--- src/rtl/hc595_serial_driver.sv ---
// Serialises a parallel word onto a (chain of) 74HC595 shift registers:
// SER/SRCLK bit shifting, RCLK latch pulse, clear sequence and OE_n drive.
module hc595_serial_driver #(
   parameter int WIDTH     = 8,
   parameter int CLK_DIV   = 2,
   parameter bit MSB_FIRST = 1'b1
) (
   input  logic             clk,
   input  logic             rst,
   input  logic             ena,
   input  logic             in_valid,
   output logic             in_ready,
   input  logic [WIDTH-1:0] in_data,
   input  logic             clear_req,
   input  logic             out_en,
   output logic             ser_out,
   output logic             srclk_out,
   output logic             rclk_out,
   output logic             srclr_n_out,
   output logic             oe_n_out,
   output logic             busy,
   output logic             done
);

   localparam int BIT_W = $clog2(WIDTH + 1);
   localparam int DIV_W = $clog2(CLK_DIV + 1);
   localparam logic [BIT_W-1:0] BIT_LAST = BIT_W'(WIDTH - 1);
   localparam logic [DIV_W-1:0] DIV_LAST = DIV_W'(CLK_DIV - 1);

   typedef enum logic [2:0] {
      IDLE, SHIFT_LO, SHIFT_HI, LATCH_LO, LATCH_HI, CLR_LO, CLR_LATCH
   } state_t;

   state_t           state, state_nxt;
   logic [DIV_W-1:0] div_cnt, div_nxt;
   logic [BIT_W-1:0] bit_cnt, bit_nxt;
   logic [WIDTH-1:0] shreg, shreg_nxt;
   logic             ser_nxt;
   logic             done_nxt;
   logic             phase_end;

   function automatic logic first_bit(input logic [WIDTH-1:0] v);
      return MSB_FIRST ? v[WIDTH-1] : v[0];
   endfunction

   function automatic logic [WIDTH-1:0] advance(input logic [WIDTH-1:0] v);
      return MSB_FIRST ? (v << 1) : (v >> 1);
   endfunction

   assign in_ready  = ena & (state == IDLE) & ~clear_req;
   assign phase_end = (div_cnt == DIV_LAST);

   always_comb begin
      state_nxt = state;
      div_nxt   = div_cnt;
      bit_nxt   = bit_cnt;
      shreg_nxt = shreg;
      ser_nxt   = ser_out;
      done_nxt  = 1'b0;
      if (state == IDLE) begin
         // clear wins over a simultaneous word
         if (clear_req) begin
            state_nxt = CLR_LO;
            div_nxt   = '0;
         end else if (in_valid) begin
            state_nxt = SHIFT_LO;
            div_nxt   = '0;
            bit_nxt   = '0;
            shreg_nxt = in_data;
            ser_nxt   = first_bit(in_data);
         end
      end else if (!phase_end) begin
         div_nxt = div_cnt + DIV_W'(1);
      end else begin
         div_nxt = '0;
         case (state)
            SHIFT_LO: state_nxt = SHIFT_HI;
            SHIFT_HI: begin
               if (bit_cnt == BIT_LAST) begin
                  state_nxt = LATCH_LO;
               end else begin
                  state_nxt = SHIFT_LO;
                  bit_nxt   = bit_cnt + BIT_W'(1);
                  shreg_nxt = advance(shreg);
                  ser_nxt   = first_bit(advance(shreg));
               end
            end
            LATCH_LO:  state_nxt = LATCH_HI;
            LATCH_HI: begin
               state_nxt = IDLE;
               done_nxt  = 1'b1;
            end
            CLR_LO:    state_nxt = CLR_LATCH;
            CLR_LATCH: begin
               state_nxt = IDLE;
               done_nxt  = 1'b1;
            end
            default:   state_nxt = IDLE;
         endcase
      end
   end

   always_ff @(posedge clk) begin
      if (rst) begin
         state       <= IDLE;
         div_cnt     <= '0;
         bit_cnt     <= '0;
         ser_out     <= 1'b0;
         srclk_out   <= 1'b0;
         rclk_out    <= 1'b0;
         srclr_n_out <= 1'b1;
         oe_n_out    <= 1'b1;
         busy        <= 1'b0;
         done        <= 1'b0;
      end else begin
         oe_n_out <= ~out_en;
         if (ena) begin
            state       <= state_nxt;
            div_cnt     <= div_nxt;
            bit_cnt     <= bit_nxt;
            ser_out     <= ser_nxt;
            srclk_out   <= (state_nxt == SHIFT_HI);
            rclk_out    <= (state_nxt == LATCH_HI) || (state_nxt == CLR_LATCH);
            srclr_n_out <= (state_nxt != CLR_LO);
            busy        <= (state_nxt != IDLE);
            done        <= done_nxt;
         end else begin
            // paused: keep the pulse one cycle wide
            done <= 1'b0;
         end
      end
   end

   // shift data is not reset; a mid-frame reset leaves the partial word in place
   always_ff @(posedge clk) begin
      if (ena) shreg <= shreg_nxt;
   end

endmodule
--- config.mk ---
export PLATFORM = sky130hd
export DESIGN_NAME = hc595_serial_driver
export DESIGN_NICKNAME = d
export VERILOG_FILES = /design/src/rtl/hc595_serial_driver.sv
export SDC_FILE = /design/constraint.sdc
export NUM_CORES = 1
export LEC_CHECK = 0
export CAP_MARGIN = 20
export CORE_MARGIN = 1
export CORE_UTILIZATION = 25
export DETAILED_ROUTE_END_ITERATION = 12
export GPL_ROUTABILITY_DRIVEN = 0
export HOLD_SLACK_MARGIN = 0.12
export SYNTH_ARGS = -nofsm -noshare
export SYNTH_HDL_FRONTEND = slang
export SYNTH_SLANG_ARGS = --single-unit
export TNS_END_PERCENT = 20
--- constraint.sdc ---
create_clock -name clk -period 2 [get_ports clk]
set_input_delay 0.5 -clock clk [delete_from_list [all_inputs] [get_ports clk]]
set_output_delay 0.5 -clock clk [all_outputs]
set_load 0.01 [all_outputs]
After elaboration in Yosys (flattened, before gate mapping). Index checks and enable logic that the tools add are counted.

Bits in registers: 23. Output and inout bits: 8. Word-level logic and storage cells: 73.

Bitwise logic cells: 6. Multiplexer cells: 29. Reductions and logical operators: 9. $add $sub $neg: 2. Equality and inequality tests: 16.

Operator list (number): 7-bit 2-to-1 mux (6); 4-bit 2-to-1 mux (6); 3-bit equality test (second input constant) (5); 3-bit 2-to-1 mux (4); 3-bit one-hot mux with 4 select lines (1); 2-bit 2-to-1 mux (5); 3-bit by 2-bit equality test with 1-bit output (second input constant) (3); 1-bit 2-to-1 mux (7); 2-bit inequality test (second input constant) (3); 3-bit inequality test (second input constant) (2); 6-bit AND reduction (1); 4-bit by 1-bit adder with 4-bit output (second input constant) (1); 4-bit by 3-bit equality test with 1-bit output (second input constant) (1); 1-bit NOT (4); 2-bit nonzero test (2); 4-bit OR reduction (1); 3-bit by 1-bit equality test with 1-bit output (second input constant) (1); 3-bit zero test (1); 3-bit nonzero test (1); 2-bit by 1-bit adder with 2-bit output (second input constant) (1); 1-bit AND (2); 2-bit by 1-bit equality test with 1-bit output (second input constant) (1); 2-bit AND reduction (1); 2-bit OR reduction (1); 1-bit logical OR (1).

Logic depth before layout (Yosys ltp).
Word-level depth: 7. Mapped depth: 5. Gate-level depth less buffers: 5.

Least setup slack after synthesis. Ideal clock, no wire load.

Kind: input port to output port. Start point: in ena. End point: out in_ready. Setup slack: 250 ps. Path buffers: 2. Arrival: 1250 ps. Stages on the path: 3. Cells stage by stage: clkbuf_1 > clkbuf_1 > and2_1.

Cells in the longest elaborated chain, start to end: 2.

RTL lines: start, declared (RTL line 10) `input logic ena,`; 1-bit AND (2 in series) (RTL line 50) `assign in_ready = ena & (state == IDLE) & ~clear_req;`; end, declared (RTL line 12) `output logic in_ready,`.

No other way between the ends.

Final worst setup path.
Start point: in clear_req. End point: out in_ready.

Cells in the longest elaborated chain, start to end: 2.

RTL lines: start, declared (RTL line 14) `input logic clear_req,`; 1-bit NOT (RTL line 50); 1-bit AND (RTL line 50).

No other way between the ends.

==> out/metrics.yaml <==
layout:
  layout-drive-gt1-share_pct: 25.17
  fin_util_pct: 35.02
  layout_common_cells: "clkdlybuf4s50_1, dfxtp_1, buf_4"
  nets: 159
  mostFrequentLayoutCell: "clkdlybuf4s50_1"
  diodes: 0
  synthToLayoutAreaGrowth_pct: 31.64
placement:
  hpwlAfterDp_mm: 1.886
  io_buffers: 21
synth:
  syn_nets: 127
  synth_area_per_cell_um2: 10.56
  syn_inst: 112
  ys_types: 45
  synth_area_um2: 1182
  synthArstFlopShare_pct: 0
  synth.ff_latch_count: 23
  synth_warnings: 0
  ys.flop_type: "dfxtp_1"
  synth-edff-count: 7
  seq_area_frac_synth_pct: 44.87
critical_path:
  worstSetupStartpointType: "input pin"
  path_class: "in -> out"
  crit_slowest_cell: "nor4_2"
  path_delay_family: "buffers and inverters"
  cp_cell_sequence: "dlygate4sd2_1 > nor4_2 > buf_4 > and2_1 > buf_2"
  path_max_fanout: 3
  path_buf_inv: 3
  arrival_ns: 1.40
  critPathRequiredTime_ns: 1.50
  critPathMaxStageDelay_ns: 0.26
  worstSetupEndpointType: "output pin"
sta:
  clock_skew_ns: 0.003088
  slew_headroom_pct: 70.45
  min_period_ns: 1.902
  finalHoldViolCount: 0
  setup_viol: 0
  slew_viol_final: 0
  fmax_mhz: 525.8
  tightest_slew_ns: 0.4385
  rsz0062_at_grt: "no"
  finalCritPeriodShare_pct: 95.09
  hold_ws_ns: 0.4723
floorplan:
  start_util_pct: 26.60
  die_y_um: 70.77
  die-area_um2: 5008
  io_pins: 22
  num_rows: 24
  fp.coreArea_um2: 4444
  die_x_um: 70.77
outcome:
  violations: "design-rule violations"
  status: "finished, violations left"
pwr:
  power.net_switching_uw: 274.9
  p_int_uw: 752.8
  pwr-share-comb_pct: 20.4
  seq_power_share_pct: 49.9
  power_frac_clock_pct: 29.7
  p_per_area_nw_per_um2: 660.3
  p_sw_share_pct: 26.75
  p_total_mw: 1.028
  vdd_drop_max_v: 0.0003174
  p_leak_nw: 0.5711
routing:
  vias_per_cell: 4.867
  drc_errors: 8
  drt_iter0_markers: 64
  wire_per_inst_um: 13.42
  ant_nets: 0
  vias: 949
  first_pass_iters: 8
  wl_mm: 2.616
clock_tree:
  worstSkewPairLatency_ns: 0.28
  clock_sinks: 23
  numCtsBuffers: 3
  clk_path_buf_depth: 2
  cts_tree: "yes"
  cts_root_buffer: "clkbuf_8"
  cts_setup_buffers: 0
  clkTransAtPathRegs_ns: 0.08
  htreeDepth: 1
grt:
  grt_pass1_vias: 945
  grtUsageTotal_pct: 11.48
  grt_pass1_wl_mm: 4.388
  globalRouteOverflowTotal: 0
  antenna_found_initial: 0
  grt_max_degree: 21
run:
  drv_cap: 0
worst_hold_path:
  min_path_type: "reg -> reg"
what timing repair did:
item / in CTS / in global routing
hold buffers: 0 / 0
resized for setup: 6 / 0
endpoints found under the setup margin: 1 / 0
path summary, 6_finish.rpt:
kind	from	endpoint	slack, ns	cells past startpoint
worst max register to register	bit_cnt[0]	srclk_out	0.25	5
worst min-delay path	rclk_out	rclk_out	0.47	2
worst min register to register	rclk_out	rclk_out	0.47	2
worst max-delay path	clear_req	in_ready	0.1	5
state kept, by name, indices dropped and copies added, names as in the netlist:
name	cells
rclk_out	1
done	1
bit_cnt	4
div_cnt	2
srclr_n_out	1
busy	1
state	3
ser_out	1
srclk_out	1
shreg	7
oe_n_out	1
routing by layer:
metal | up-vias | track usage, % | routed length, µm | share of wire (%)
met4 | 0 | 6.222 | 54 | 2.1
met5 | - | 0 | 0 | 0
met1 | 428 | 13.87 | 1256 | 48
met2 | 25 | 17.74 | 1147 | 44
li1 | 491 | - | - | -
met3 | 5 | 4.274 | 158 | 6.0
kinds of logic (layout without fill, tap and decap cells):
logic type / after synthesis / count (layout) / synth area share [%]
simple gates: 46 / 46 / 25.40
buf+inv: 10 / 41 / 5.079
fa+ha+maj: 1 / 1 / 1.058
compound gates: 24 / 24 / 16.19
mux: 8 / 8 / 7.407
flops: 23 / 23 / 44.87
area by class of cell:
type                       count  area [µm²]
clock buffer                   3       41.29
inverter                       2       7.507
tap                           52       65.06
fill                         456        2888
clock inverter                 1       5.005
sequential                    23       530.5
multi-input combinational     79       598.1
timing repair buffer          35       309.0
synthesized netlist by cell type (all sizes together) (2+ instances only):
library cell  number  area [µm²]
and2               3       18.77
nor3               6       41.29
inv                2       7.510
nand3b             2       15.01
nor2               6       22.52
nor4               2       12.51
nand2              4       15.01
o21ai              4       23.77
buf                4       37.53
edfxtp             7       210.2
dfxtp             16       320.3
a41oi              2       17.52
clkbuf             4       15.01
a211oi             3       27.52
mux2i              2       20.02
nor2b              4       25.02
or3b               2       17.52
nor4b              2       30.03
a21oi              4       20.02
nand3              2       10.01
o2111ai            2       17.52
mux2               6       67.56
nand2b             5       31.28
power by group through the flow:
stage	Clock, mW	Sequential, mW	Combinational [mW]
after detailed placement	0	0.523	0.211
after CTS	0.317	0.513	0.211
after global routing	0.329	0.515	0.232
after floorplan	0	0.525	0.124
after global placement	0	0.523	0.208
final	0.306	0.513	0.209
worst reg2reg max path, cell delays in order (launching register included):
cell	delay, ns
dfxtp_1	0.38
ha_1	0.21
nand3b_1	0.13
o311ai_1	0.32
o21ai_0	0.26
o41ai_2	0.36
stage by stage:
| step | cell area, µm² | instances | setup TNS [ns] | worst slack [ns] |
|---|---|---|---|---|
| floorplan | 1182 | 112 | 0 | 0.2501 |
| global placement | 1510 | 191 | -1.393 | -0.4405 |
| detailed placement | 1510 | 191 | -1.474 | -0.4374 |
| CTS | 1556 | 195 | 0 | 0.08709 |
| global route | 1556 | 195 | 0 | 0.01664 |
| finish | 1556 | 195 | 0 | 0.09818 |
Note: power is estimated with default switching activity, not from simulation.
